--- config.mk ---
export PLATFORM = sky130hd
export DESIGN_NAME = multiword_add_seq
export DESIGN_NICKNAME = d
export VERILOG_FILES = /design/src/rtl/mwadd_pkg.sv /design/src/rtl/prefix_adder_32bit.sv /design/src/rtl/multiword_add_seq.sv
export SDC_FILE = /design/constraint.sdc
export NUM_CORES = 1
export LEC_CHECK = 0
export CORE_MARGIN = 10
export CORE_UTILIZATION = 50
export DETAILED_ROUTE_END_ITERATION = 10
export PLACE_DENSITY = 0.8
export SYNTH_ARGS = -nofsm -noshare
export SYNTH_HDL_FRONTEND = slang
export SYNTH_SLANG_ARGS = --single-unit
--- constraint.sdc ---
create_clock -name clk -period 6.81 [get_ports clk]
set_input_delay 0.681 -clock clk [delete_from_list [all_inputs] [get_ports clk]]
set_output_delay 0.681 -clock clk [all_outputs]
set_load 0.03 [all_outputs]
--- src/rtl/mwadd_pkg.sv ---
// Shared types and constants for the sequential multi-word adder.
// Holds the FSM encoding, the fixed word width and the index-width helper.
package mwadd_pkg;

  localparam int WORD_W = 32;

  typedef enum logic [1:0] {
    IDLE = 2'd0,
    RUN  = 2'd1,
    DONE = 2'd2
  } state_t;

  // A one-word operand still needs a 1-bit index register.
  function automatic int idx_w(input int n);
    return (n <= 1) ? 1 : $clog2(n);
  endfunction

endpackage

--- src/rtl/prefix_adder_32bit.sv ---
// 32-bit Kogge-Stone parallel-prefix adder with carry in and carry out.
// Purely combinational; used once per word by multiword_add_seq.
module prefix_adder_32bit (
  input  logic [31:0] a,
  input  logic [31:0] b,
  input  logic        cin,
  output logic [31:0] sum,
  output logic        cout
);

  logic [31:0] gg;
  logic [31:0] pp;
  logic [32:0] c;

  always_comb begin
    gg = a & b;
    pp = a ^ b;
    // Each level doubles the span; bits below the span keep their propagate.
    for (int l = 0; l < 5; l++) begin
      gg = gg | (pp & (gg << (1 << l)));
      pp = pp & ((pp << (1 << l)) | ((32'd1 << (1 << l)) - 32'd1));
    end
    c    = {gg | (pp & {32{cin}}), cin};
    sum  = (a ^ b) ^ c[31:0];
    cout = c[32];
  end

endmodule

--- src/rtl/multiword_add_seq.sv ---
// Sequential W-bit adder (W = 32*NUM_WORDS) iterating prefix_adder_32bit once per word.
// Optional MWADD_OVF_EN adds out_ovf, the signed overflow of the full-width add.
module multiword_add_seq
  import mwadd_pkg::*;
#(
  parameter int NUM_WORDS = 4
) (
  input  logic                        clk,
  input  logic                        rst,
  input  logic                        in_valid,
  output logic                        in_ready,
  input  logic [WORD_W*NUM_WORDS-1:0] in_a,
  input  logic [WORD_W*NUM_WORDS-1:0] in_b,
  input  logic                        in_cin,
  output logic                        out_valid,
  input  logic                        out_ready,
  output logic [WORD_W*NUM_WORDS-1:0] out_sum,
  output logic                        out_cout,
`ifdef MWADD_OVF_EN
  output logic                        busy,
  output logic                        out_ovf
`else
  output logic                        busy
`endif
);

  localparam int IW = idx_w(NUM_WORDS);
  localparam logic [IW-1:0] LAST = IW'(NUM_WORDS - 1);

  // Handshakes: a transfer happens on a rising edge where valid && ready;
  // in_ready is high only in IDLE, out_valid only in DONE, and the result
  // is held unchanged in DONE until out_ready is seen.
  state_t                           state;
  logic [IW-1:0]                    idx;
  logic                             carry;
  logic [NUM_WORDS-1:0][WORD_W-1:0] a_q;
  logic [NUM_WORDS-1:0][WORD_W-1:0] b_q;
  logic [NUM_WORDS-1:0][WORD_W-1:0] sum_q;

  logic [WORD_W-1:0] a_w;
  logic [WORD_W-1:0] b_w;
  logic [WORD_W-1:0] add_sum;
  logic              add_cout;

  assign a_w = a_q[idx];
  assign b_w = b_q[idx];

  prefix_adder_32bit u_add (
    .a    (a_w),
    .b    (b_w),
    .cin  (carry),
    .sum  (add_sum),
    .cout (add_cout)
  );

  assign in_ready  = (state == IDLE);
  assign out_valid = (state == DONE);
  assign busy      = (state != IDLE);
  assign out_sum   = sum_q;

  always_ff @(posedge clk) begin
    if (rst) begin
      state    <= IDLE;
      idx      <= '0;
      carry    <= 1'b0;
      a_q      <= '0;
      b_q      <= '0;
      sum_q    <= '0;
      out_cout <= 1'b0;
`ifdef MWADD_OVF_EN
      out_ovf  <= 1'b0;
`endif
    end else begin
      case (state)
        IDLE: begin
          if (in_valid) begin
            a_q   <= in_a;
            b_q   <= in_b;
            carry <= in_cin;
            idx   <= '0;
            state <= RUN;
          end
        end
        RUN: begin
          sum_q[idx] <= add_sum;
          carry      <= add_cout;
          idx        <= idx + 1'b1;
          if (idx == LAST) begin
            out_cout <= add_cout;
`ifdef MWADD_OVF_EN
            // Carry into the MSB is recovered from the top bit's sum equation.
            out_ovf  <= (a_w[WORD_W-1] ^ b_w[WORD_W-1] ^ add_sum[WORD_W-1]) ^ add_cout;
`endif
            idx      <= '0;
            state    <= DONE;
          end
        end
        DONE: begin
          if (out_ready) state <= IDLE;
        end
        default: state <= IDLE;
      endcase
    end
  end

endmodule

==> out/metrics.cfg, run 1 <==
[timing]
slew_headroom=0.2078
finalHoldViolCount=0
rsz0062_at_grt=false
tns_ps=0
setup_violations=0
slew_viol_final=0
worst-slew-pin-transition_ps=1188
min_period_ps=4435
skew_ps=22.37
max_freq_mhz=225.5
post-route-period-util=0.6512

[worst_setup_path]
cp-end-kind=flip-flop
crit_required_ps=7190
startpoint_type=flip-flop
worst-path-buf-inv=0
worst-r2r-setup-slack_ps=2380
worstPathArrival_ps=4820
cpMostUsedCell=o21ai_0
critPathSlowestCell=dfxtp_4
path_class=reg -> reg
cp_max_fo=46
path_cells=mux4_2 -> ha_1 -> a21oi_1 -> o221ai_4 -> a2111oi_0 -> nor4b_1 -> o21ai_0 -> o311ai_0 -> o21ai_0
max_stage_delay_ps=910
critPathTopFamily=compound AO/OA/AOI/OAI gates

[yosys]
seq_area_frac_synth=0.4590
synth_area_mm2=0.01701
synth_area_leaders=dfxtp_1 46%, nand2_1 16%, a21oi_1 12%, mux4_2 8.5%, clkbuf_1 3.1%
synth_cells=2083
synth_warnings=0
synth_top_area_share=0.4590
ys_ff_latch=390
yosysUniqueCellTypes=59
ys.flop_type=dfxtp_1
synthArstFlopShare=0
yosys.area.top_type=dfxtp_1
avgSynthCellArea_um2=8.167
synth_edf_count=0
synthesis.nets=2381

[drt]
drc=0
dr.pass1.iters=8
routed_wl_um=58170
drtIter0Drc=1474
drtAntennaViolNets=0
vias=16260
avgRoutedWirePerCell_um=20.38
vias_per_cell=5.697

[pwr]
switching_power_mw=1.445
swShare=0.2631
leakagePower_nw=8.031
p_comb_frac=0.143
totalPowerFinal_mw=5.493
powerDensity_mw_per_mm2=245.2
intPower_mw=4.048
pwr-share-seq=0.448
pwr-share-clk=0.409
ir_worst_vdd_mv=0.1724

[grt]
antenna_found_initial=3
grt_use_total=0.2663
grt_pass1_wl_um=88660
overflow=0
grt_pass1_vias=15820
grt_max_degree=258

[min_path]
min_path_type=reg -> reg

[flow_run]
maxCapViolCount=0

[floorplanning]
design.core.area_mm2=0.03353
die_area_mm2=0.04180
die_w_um=204.5
start_util=0.5073
die-height_um=204.5
io_pins=393
row_count=67

[cells_and_area]
layout_common_cells=710 x nand2_1, 398 x a21oi_1, 391 x clkdlybuf4s50_1
drive_gt1_frac=0.06822
area_delta_synth_final_pct=31.68
final_nets=2671
layout_commonest_cell=nand2_1

[clock_network]
htree_levels=2
cts_resized=0
path_clk_slew_ps=60
clock_latency_ps=540
clock_sinks=390
cts_tree=done
numCtsBuffers=41
cts.path.max_buffers=3
cts_hold_buf=0
cts_setup_buffers=0
clock-root-buffer=clkbuf_16

[run_status]
status=complete, no violations

[place]
hpwl_um=42720
place_congestion=0.9713
port-buffer-count=392

==> worst min-delay path, cell delays in order (launching register included) <==
cell,delay [ps]
dfxtp_1,310
nand2_1,50
a21oi_1,50
==> per-stage QoR <==
stage                 util  hold WS, ps  area (µm²)  setup slack (ps)  cells
finish              0.6680        452.5       22400              2376   2854
global route        0.6680        465.9       22400              1933   2854
CTS                 0.6679        453.7       22400              2300   2852
detailed placement  0.6274        445.6       21040              2316   2778
global placement    0.6274        438.9       21040              2533   2778
floorplan                -        433.1       17010              2835   2083
==> cells in the mapped netlist (2+ instances only) <==
library cell    n
nand3b_1        4
inv_1          14
and3_2          4
dfxtp_1       390
or4_1           5
xor2_1          7
o21bai_1        6
o211ai_1       11
nand2_1       711
nor3_1          5
nand2b_1        2
and2_0          3
and3_1          9
and2_1          5
clkbuf_1      139
a21oi_1       398
ha_1           36
o2111ai_1       2
a31oi_1        13
a221oi_1        3
nand3_1        51
mux4_2         64
nor2b_1         5
a21o_1         10
a2111oi_0       6
xnor2_1        14
o21ai_2         2
a22oi_1         2
o31ai_1         9
o311ai_0        5
a211oi_1       13
o21a_1          4
o21ai_0        28
buf_1           9
nor2_1         55
nand4_1         8
buf_2           7
a311o_2         3
==> registers in the layout, indices dropped and copies added (netlist names) <==
signal,count
a_q,128
idx,2
out_sum,128
carry,1
state,2
b_q,128
out_cout,1
==> cells by family (layout without fill, tap and decap cells) <==
kind of cell,count (synthesis),count (layout),share of synthesized area
mux,65,65,0.08532
flops,390,390,0.4590
other cells,0,2,0
buf+inv,173,494,0.03942
compound gates,525,525,0.1726
fa+ha+maj,37,37,0.02766
simple gates,872,872,0.2052
xor+xnor,21,21,0.01081
==> layout make-up <==
cell class	instances	area, µm²
clock buffer	60	1220
fill	2741	11130
inverter	15	56.30
sequential	390	7815
clock inverter	14	136.4
tap	448	560.5
timing repair buffer	405	4064
multi-input combinational	1520	8543
antenna	2	5.005
==> power groups by stage <==
stage / sequential (mW) / clock, mW / combinational (mW)
global route: 2.47 / 2.36 / 0.845
finish: 2.46 / 2.25 / 0.784
detailed placement: 2.51 / 0 / 0.773
global placement: 2.51 / 0 / 0.763
CTS: 2.46 / 2.26 / 0.777
floorplan: 2.51 / 0 / 0.421
==> per-layer routing <==
| metal | vias to the layer above | GRT usage | wire, µm |
|---|---|---|---|
| met5 | - | 0 | 17 |
| met4 | 2 | 0.08887 | 1794 |
| met3 | 95 | 0.06071 | 5391 |
| met2 | 775 | 0.4354 | 27300 |
| met1 | 7677 | 0.3409 | 23670 |
| li1 | 7710 | - | - |
==> worst paths after layout <==
path                       startpoint                  endpoint  cells after the start
min reg2reg  out_sum[77]$_SDFFE_PP0P_  out_sum[77]$_SDFFE_PP0P_                      2
min          out_sum[77]$_SDFFE_PP0P_  out_sum[77]$_SDFFE_PP0P_                      2
max reg2reg       idx[0]$_SDFFE_PP0P_  out_sum[62]$_SDFFE_PP0P_                      9
max               idx[0]$_SDFFE_PP0P_  out_sum[62]$_SDFFE_PP0P_                      9
Power figures use the tool's default switching activity.
==> inputs of run 2 (changes only) <==
- clock period: 6.81 -> 4.11 ns (I/O delays scaled with it)
==> run 2 against run 1 <==
Net effect:
- sequential share of layout area decreased by 0.30 points
- die area unchanged
- clock-buffer cell count grew 3
- highest routed layer is now met4
- total power increased by 64%
- maximum frequency rose by 13%
- critical path type unchanged
- routed wire length increased by 1.9%
- global-route usage rose by 0.30 points
==> out/metrics.cfg, run 2 (same netlist as run 1, synthesis figures left out) <==
[run_status]
status=complete, no violations

[timing]
tns_ps=0  ; unchanged
setup_violations=0  ; unchanged
layout_setup_ws_ps=192.9  ; -2183 ps
rsz0062_at_grt=false
slew_viol_final=0  ; unchanged
skew_ps=19.58  ; -2.797 ps
slew_headroom=0.1175  ; -0.09036
worst-slew-pin-transition_ps=1323  ; +134.8 ps
finalHoldViolCount=0  ; unchanged
max_freq_mhz=255.3  ; +13%
min_period_ps=3917  ; -517.4 ps
post-route-period-util=0.9531  ; +0.3019

[place]
place_congestion=0.9637  ; -0.78%
port-buffer-count=392  ; unchanged
dp_worst_setup_slack_ps=180.0  ; -2136 ps
hpwl_um=44710  ; +4.7%

[worst_setup_path]
path_class=reg -> reg
cp-end-kind=flip-flop
cp_num_cells=10  ; +1
crit_start=idx[1]$_SDFFE_PP0P_
max_stage_delay_ps=600  ; -310 ps
reg2reg_to=out_sum[57]$_SDFFE_PP0P_
r2r_cells=10  ; +1
worst-r2r-setup-slack_ps=190  ; -2180 ps
worstPathArrival_ps=4390  ; -430 ps
path_cells=mux4_2 -> ha_1 -> nand3_1 -> o221ai_4 -> o2111ai_2 -> a2111o_1 -> a311oi_4 -> o21ai_2 -> a2111oi_0 -> a311o_2
critPathTopFamily=compound AO/OA/AOI/OAI gates
cp_max_fo=16  ; -65%
critPathSlowestCell=mux4_2
worst-path-buf-inv=0  ; unchanged
startpoint_type=flip-flop
rr_startpoint=idx[1]$_SDFFE_PP0P_
crit_end=out_sum[57]$_SDFFE_PP0P_
crit_required_ps=4590  ; -2600 ps

[pwr]
powerDensity_mw_per_mm2=398.7  ; +63%
pwr-share-seq=0.452  ; +0.004
swShare=0.2638  ; +0.0007311
leakagePower_nw=8.132  ; +1.3%
switching_power_mw=2.376  ; +64%
intPower_mw=6.631  ; +64%
p_comb_frac=0.148  ; +0.005
ir_worst_vdd_mv=0.2580  ; +50%
pwr-share-clk=0.399  ; -0.010

[grt]
grt_max_degree=215  ; -17%
grt_use_total=0.2693  ; +0.002985
antenna_found_initial=9  ; +6
grt_pass1_wl_um=89420  ; +0.86%
grt_pass1_vias=15920  ; +0.63%
overflow=0  ; unchanged

[clock_network]
cts_tree=done
htree_levels=2  ; unchanged
path_clk_slew_ps=70  ; about the same
cts.path.max_buffers=3  ; unchanged
clock_latency_ps=540  ; about the same
cts_setup_buffers=0  ; unchanged
numCtsBuffers=40  ; -2.4%
clock_sinks=390  ; unchanged
clock-root-buffer=clkbuf_16

[floorplanning]
design.core.area_mm2=0.03353  ; unchanged
die_area_mm2=0.04180  ; unchanged
die-height_um=204.5  ; unchanged
die_w_um=204.5  ; unchanged
row_count=67  ; unchanged
start_util=0.5073  ; unchanged
io_pins=393  ; unchanged

[drt]
routed_wl_um=59300  ; +1.9%
vias_per_cell=5.651  ; -0.80%
avgRoutedWirePerCell_um=20.62  ; +1.1%
dr.pass1.iters=5  ; -3
drc=0  ; unchanged
drtIter0Drc=1534  ; +4.1%
drtAntennaViolNets=0  ; unchanged
vias=16250  ; -0.037%

[cells_and_area]
layout_commonest_cell=nand2_1
layout_common_cells=710 x nand2_1, 397 x a21oi_1, 391 x clkdlybuf4s50_1
drive_gt1_frac=0.07479  ; +0.006574
area_delta_synth_final_pct=32.80
final_nets=2690  ; +0.71%

[min_path]
min_path_type=in -> reg

[flow_run]
maxCapViolCount=0  ; unchanged

## run 2: how the worst min path moves through the flow
| stage | from | end | cells after the start |
|---|---|---|---|
| after detailed placement | b_q[113]$_SDFFE_PP0P_ | b_q[113]$_SDFFE_PP0P_ | 2 |
| after global routing | rst | out_sum[8]$_SDFFE_PP0P_ | 2 |
| after floorplan | a_q[32]$_SDFFE_PP0P_ | a_q[32]$_SDFFE_PP0P_ | 2 |
| after global placement | a_q[110]$_SDFFE_PP0P_ | a_q[110]$_SDFFE_PP0P_ | 2 |
| final | rst | out_sum[8]$_SDFFE_PP0P_ | 2 |
| after CTS | rst | out_sum[8]$_SDFFE_PP0P_ | 2 |
## run 2: cell type report
type                    count  area [µm²]
multi-input cells        1520        8592
flip-flops and latches    390        7815
inverters                  15       56.30
clock inverters             7       118.9
clock buffers              63        1177
repair buffers            425        4252
fillers                  2773       10940
diodes                      8       20.02
well taps                 448       560.5
## run 2: power groups by stage
stage | Combinational [mW] | Clock (mW) | Sequential [mW]
after floorplan | 0.697 | 0 | 4.15
after global placement | 1.29 | 0 | 4.15
after detailed placement | 1.31 | 0 | 4.16
after CTS | 1.32 | 3.62 | 4.07
after global routing | 1.44 | 3.78 | 4.09
final | 1.34 | 3.60 | 4.08
## run 2: per-layer routing
metal  global-route usage  wire length (µm)
met5                    0                 0
met1               0.3363             23840
met3              0.05690              5171
met4               0.1095              2222
met2               0.4449             28060
## run 2: worst register-to-register path, stage by stage (launching register included)
cell       delay (ps)
dfxtp_4           540
mux4_2            610
ha_1              370
nand3_1           160
o221ai_4          260
o2111ai_2         190
a2111o_1          500
a311oi_4          440
o21ai_2           160
a2111oi_0         450
a311o_2           180
## run 2: stage by stage
stage          instance area (µm²)  hold slack, ps  power, mW    util  cells
2_1_floorplan                17010           433.1      4.851       -   2083
3_5_place_dp                 21230           444.4      5.466  0.6330   2798
6_report                     22590           265.2      9.007  0.6737   2876
3_3_place_gp                 21230           438.7      5.441  0.6330   2798
5_1_grt                      22590           287.5      9.304  0.6737   2876
4_1_cts                      22520           264.8      9.011  0.6717   2868
## run 2: what timing repair did
| item | CTS | global route |
|---|---|---|
| endpoints found under the setup margin | 0 | 16 |
| gates resized for setup | 0 | 9 |
| endpoints found under the hold margin | 0 | 0 |
| hold buffers | 0 | 0 |
